[config.mk]
export PLATFORM = sky130hd
export DESIGN_NAME = fifo_wr_front
export DESIGN_NICKNAME = d
export VERILOG_FILES = /design/src/rtl/fifo_pkg.sv /design/src/rtl/fifo_skid_buf.sv /design/src/rtl/fifo_wr_front.sv
export SDC_FILE = /design/constraint.sdc
export NUM_CORES = 1
export LEC_CHECK = 0
export BUFFER_PORTS_ARGS = -buffer_cell sky130_fd_sc_hd__buf_2
export CAP_MARGIN = 20
export CORE_MARGIN = 2
export CORE_UTILIZATION = 38
export CTS_CLUSTER_SIZE = 24
export DETAILED_ROUTE_END_ITERATION = 8
export GPL_ROUTABILITY_DRIVEN = 1
export GPL_TIMING_DRIVEN = 0
export HOLD_SLACK_MARGIN = 0.05
export SYNTH_ARGS = -nofsm -noshare
export SYNTH_HDL_FRONTEND = slang
export SYNTH_SLANG_ARGS = --single-unit
[constraint.sdc]
create_clock -name i_wr_clk -period 1.37 [get_ports i_wr_clk]
set_input_delay 0.2055 -clock i_wr_clk [delete_from_list [all_inputs] [get_ports i_wr_clk]]
set_output_delay 0.2055 -clock i_wr_clk [all_outputs]
set_load 0.1 [all_outputs]
[src/rtl/fifo_pkg.sv]
// -----------------------------------------------------------------------------
// fifo_pkg
// Shared constants and helpers for the asynchronous FIFO.
//   ADDRSIZE  : default FIFO address width (depth = 2**ADDRSIZE)
//   DATASIZE  : default data word width
//   PTR_W     : width of the gray/binary pointers (ADDRSIZE+1)
//   skid_cnt_t: occupancy of the 2-entry skid buffer (0..2)
//   gray2bin  : gray-to-binary conversion over PTR_W bits. The write-side
//               level logic and the read-side empty/level logic both use it.
// The pointer width of gray2bin follows the package ADDRSIZE, so modules that
// call it keep their ADDRSIZE parameter at the package default.
// -----------------------------------------------------------------------------
package fifo_pkg;

  localparam int ADDRSIZE = 4;
  localparam int DATASIZE = 8;
  localparam int PTR_W    = ADDRSIZE + 1;

  localparam int SKID_DEPTH = 2;

  typedef logic [1:0] skid_cnt_t;

  // Binary bit i is the XOR of gray bits [PTR_W-1:i] (prefix XOR from the MSB).
  function automatic logic [PTR_W-1:0] gray2bin(input logic [PTR_W-1:0] gray);
    logic [PTR_W-1:0] bin;
    bin[PTR_W-1] = gray[PTR_W-1];
    for (int i = PTR_W - 2; i >= 0; i--) begin
      bin[i] = bin[i+1] ^ gray[i];
    end
    return bin;
  endfunction

endpackage

[src/rtl/fifo_skid_buf.sv]
// -----------------------------------------------------------------------------
// fifo_skid_buf
// Two-entry valid/ready buffer between the upstream stream and the FIFO write
// port. The head entry is always the oldest word.
//
// Ports:
//   clk, rst   : clock, asynchronous active-high reset
//   in_valid   : upstream word valid
//   in_data    : upstream word
//   in_ready   : buffer can take a word (registered count only)
//   out_valid  : head entry holds a word
//   out_data   : head entry
//   out_ready  : downstream takes the head entry this cycle
//
// Handshake: a transfer happens on a rising edge where valid and ready are
// both 1. The producer keeps valid and data stable until that edge; ready
// never depends combinationally on valid. Here in_ready and out_valid are
// decoded purely from the registered count, so neither side sees a
// combinational path from the other side's handshake.
// -----------------------------------------------------------------------------
module fifo_skid_buf
  import fifo_pkg::*;
#(
  parameter int DATASIZE = fifo_pkg::DATASIZE
) (
  input  logic                clk,
  input  logic                rst,
  input  logic                in_valid,
  input  logic [DATASIZE-1:0] in_data,
  output logic                in_ready,
  output logic                out_valid,
  output logic [DATASIZE-1:0] out_data,
  input  logic                out_ready
);

  logic [DATASIZE-1:0] mem [SKID_DEPTH];
  logic                head;
  logic                tail;
  skid_cnt_t           count;
  logic                push;
  logic                pop;

  assign in_ready  = (count != skid_cnt_t'(SKID_DEPTH));
  assign out_valid = (count != skid_cnt_t'(0));
  assign out_data  = mem[head];

  assign push = in_valid & in_ready;
  assign pop  = out_valid & out_ready;

  // First free slot is head+count (mod 2). At count=2 no push happens, so
  // only count[0] matters.
  assign tail = head ^ count[0];

  always_ff @(posedge clk or posedge rst) begin
    if (rst) begin
      mem[0] <= '0;
      mem[1] <= '0;
      head   <= 1'b0;
      count  <= '0;
    end else begin
      if (push) begin
        mem[tail] <= in_data;
      end
      if (pop) begin
        head <= ~head;
      end
      case ({push, pop})
        2'b10:   count <= count + skid_cnt_t'(1);
        2'b01:   count <= count - skid_cnt_t'(1);
        default: count <= count;
      endcase
    end
  end

endmodule

[src/rtl/fifo_wr_front.sv]
// -----------------------------------------------------------------------------
// fifo_wr_front
// Write-domain front end of the asynchronous FIFO. Converts an upstream
// valid/ready stream into write enable/data for the pointer block through a
// 2-entry skid buffer, and reports the write-side fill level and an
// almost-full flag.
//
// Ports:
//   i_wr_clk, i_wr_rst : write clock, asynchronous active-high reset
//   i_s_valid/i_s_data : upstream word
//   o_s_ready          : front end can accept a word
//   o_wr_en/o_wr_data  : write request and word to the pointer block/memory
//   i_full             : registered full flag from the pointer block
//   i_wr_ptr           : gray write pointer
//   i_rd_ptr_clx       : gray read pointer synchronised into this domain
//   i_afull_thresh     : almost-full threshold in words
//   o_level            : registered fill level (words in the FIFO memory)
//   o_afull            : registered almost-full flag
//
// A word is committed on the edge where o_wr_en=1 and i_full=0; the pointer
// block gates its increment with the same full flag, so both agree on every
// write. Words still inside the skid buffer are not part of o_level.
// -----------------------------------------------------------------------------
module fifo_wr_front
  import fifo_pkg::*;
#(
  parameter int ADDRSIZE = fifo_pkg::ADDRSIZE,
  parameter int DATASIZE = fifo_pkg::DATASIZE
) (
  input  logic                i_wr_clk,
  input  logic                i_wr_rst,
  input  logic                i_s_valid,
  input  logic [DATASIZE-1:0] i_s_data,
  output logic                o_s_ready,
  output logic                o_wr_en,
  output logic [DATASIZE-1:0] o_wr_data,
  input  logic                i_full,
  input  logic [ADDRSIZE:0]   i_wr_ptr,
  input  logic [ADDRSIZE:0]   i_rd_ptr_clx,
  input  logic [ADDRSIZE:0]   i_afull_thresh,
  output logic [ADDRSIZE:0]   o_level,
  output logic                o_afull
);

  logic [ADDRSIZE:0] wr_bin;
  logic [ADDRSIZE:0] rd_bin;
  logic [ADDRSIZE:0] level_next;
  logic              afull_next;

  fifo_skid_buf #(
    .DATASIZE (DATASIZE)
  ) u_skid (
    .clk       (i_wr_clk),
    .rst       (i_wr_rst),
    .in_valid  (i_s_valid),
    .in_data   (i_s_data),
    .in_ready  (o_s_ready),
    .out_valid (o_wr_en),
    .out_data  (o_wr_data),
    .out_ready (~i_full)
  );

  assign wr_bin = gray2bin(i_wr_ptr);
  assign rd_bin = gray2bin(i_rd_ptr_clx);

  // Pointers carry one extra wrap bit, so the difference taken modulo
  // 2**(ADDRSIZE+1) is the occupancy even across the MSB toggle.
  assign level_next = wr_bin - rd_bin;
  assign afull_next = (level_next >= i_afull_thresh);

  always_ff @(posedge i_wr_clk or posedge i_wr_rst) begin
    if (i_wr_rst) begin
      o_level <= '0;
      o_afull <= 1'b0;
    end else begin
      o_level <= level_next;
      o_afull <= afull_next;
    end
  end

endmodule

==> reports/qor.csv <==
stage,metric,value,unit
status,status,finished with violations,
status,violations,setup timing,
synthesis,avgSynthCellArea,12.24,µm²
floorplanning,die_area,4137,µm²
synthesis,yosysTopAreaCellShare,0.4525,
timing,clock-skew-final,3.724,ps
timing,fmax,429.2,MHz
critical_path,cp.required,1580,ps
job,max-cap-violations,0,
route,dr.pass1.iters,4,
critical_path,critPathKind,in -> reg,
synthesis,postSynthCellCount,113,
clock_tree,cts_root_buf,clkbuf_4,
timing,layout_setup_ws,-959.9,ps
synthesis,synth_top_area_cell,dfrtp_1,
global_routing,grt_first_pass_wirelength,5154,µm
timing,timing.max_slew.rel_slack,0.3888,
route,drt_first_iter_violations,38,
finish,drive_gt1_frac,0.6973,
timing,fin_crit_sh,1.701,
global_routing,grt_pass1_vias,1170,
clock_tree,cts_inserted_buffers,3,
floorplanning,initial_core_util,0.4048,
synthesis,synth_fp_nets,150,
finish,syn_to_final_growth,69.14,%
hold_path,hp-class,in -> async,
synthesis,yosysWarnings,0,
critical_path,crit_path_end_kind,register,
finish,diodes,0,
synthesis,synth_seq_cells,25,
timing,drv_slew,0,
critical_path,cp.arrival,2540,ps
floorplanning,fp.coreArea,3416,µm²
place,gp_congestion,0.6559,
floorplanning,rows,21,
finish,stdcell_area,2338,µm²
timing,hold_viol,0,
clock_tree,h-tree-depth,1,
global_routing,overflow,0,
critical_path,cp_max_fo,2,
synthesis,netlist_area,1383,µm²
clock_tree,insertion_delay,310,ps
place,dp_hpwl,1911,µm
clock_tree,path_clk_slew,140,ps
critical_path,crit_path_start_kind,input port,
floorplanning,die_width,64.32,µm
finish,nFillCells,256,
synthesis,synth_area_leaders,"dfrtp_1 (45%), mux2_2 (20%), ha_1 (8.1%)",
route,routed_wl,3228,µm
route,route.vias.total,1085,
global_routing,antenna_found_initial,0,
synthesis,synth.distinct_cells,19,
floorplanning,ios,43,
global_routing,grt_max_degree,26,
place,dpl_cell_area,1724,µm²
route,drc,0,
route,drtAntennaViolNets,0,
route,wl_per_cell,13.97,µm
global_routing,grt_use_total,0.1593,
finish,mostFrequentLayoutCell,buf_2,
place,io_buffers,42,
clock_tree,clockBufferDepth,2,
finish,nets,223,
critical_path,reg2reg_slack,-160,ps
route,vias_per_cell,4.697,
clock_tree,clkSinkCount,25,
finish,mostFrequentLayoutCells,"buf_2 (28), dfrtp_1 (23), buf_4 (22)",
timing,rsz0062_at_grt,true,
clock_tree,cts_tree,yes,
synthesis,yosysSeqAreaShare,0.4525,
timing,worst_pin_slew,915.8,ps
timing,setup_viol,30,
floorplanning,die_h,64.32,µm
timing,period_needed,2330,ps
==> stage by stage <==
stage                       util  setup WS (ps)  instances  hold slack (ps)  TNS (ps)
after floorplan                -          -1100        113            232.7     -6722
after global placement    0.5048          -1416        201            441.4     -6547
after detailed placement  0.5048          -1455        201            447.1     -6943
after CTS                 0.6579         -956.5        227            101.6     -6304
after global routing      0.6846          -1076        231            118.0     -8603
final                     0.6846         -959.9        231            70.66     -6543
==> cells in the mapped netlist (all sizes together) <==
master and count:
inv 13, nand2 5, nor2 6, nor2b 2, xnor2 10, maj3 1, ha 9, xor2 6
fa 1, dfrtp 25, mux2 25, a21oi 5, nand2b 2, o21ai 2, buf 1
==> final timing paths <==
path,start,endpoint,depth (start not counted)
worst min register to register,u_skid.mem[11],u_skid.mem[11],1
worst min-delay path,i_wr_rst,u_skid.count[1],2
worst max register to register,u_skid.count[0],u_skid.mem[15],5
max in group asynchronous,i_wr_rst,u_skid.count[0],2
min in group i_wr_clk,i_s_data[6],u_skid.mem[6],2
worst max-delay path,i_rd_ptr_clx[4],o_afull,14
==> final cells by class <==
| cell class | instances | area, µm² | area share |
|---|---|---|---|
| multi-input combinational | 74 | 963.4 | 0.4120 |
| timing repair buffer | 68 | 598.1 | 0.2558 |
| tap | 46 | 57.56 | 0.02461 |
| inverter | 13 | 52.55 | 0.02247 |
| clock inverter | 1 | 5.005 | 0.002140 |
| sequential | 25 | 628.1 | 0.2686 |
| clock buffer | 3 | 22.52 | 0.009631 |
| buffer | 1 | 11.26 | 0.004815 |
==> layer usage <==
metal	global-route usage	wire, µm
met5	0	0
met2	0.3359	1891
met4	0.03989	20
met1	0.1652	1216
met3	0.01056	100
==> cell families (layout without fill, tap and decap cells) <==
logic type / after synthesis / count (layout) / share of synthesized area
AO/OA/AOI/OAI: 7 / 7 / 0.02806
AND/OR/NAND/NOR: 15 / 15 / 0.04977
flip-flops: 25 / 25 / 0.4525
multiplexers: 25 / 25 / 0.2036
adder cells (fa/ha/maj): 11 / 11 / 0.1041
XOR/XNOR: 16 / 16 / 0.1231
buffers and inverters: 14 / 86 / 0.03891
==> registers in the layout, indices dropped and copies added (netlist names) <==
name / count
o_afull: 1
o_level: 5
u_skid.count: 2
u_skid.head: 1
u_skid.mem: 16
==> worst max-delay path, cell delays in order <==
cell	delay (ps)
buf_8	100
xnor2_4	230
xor2_4	200
xor2_2	180
xnor2_1	150
ha_2	230
fa_2	210
inv_2	40
maj3_2	320
a21oi_4	150
xnor2_2	140
ha_1	250
nor2_1	80
a21oi_1	40
==> repair_timing <==
item,CTS,global route
setup buffers,23,6
pin swaps,19,18
setup endpoints to repair,32,32
gates cloned,1,0
hold buffers,0,0
resized for setup,85,13
Power is left out: the tool's default activity adds up to more than one toggle a clock period on the data nets, which glitch-free logic cannot reach.
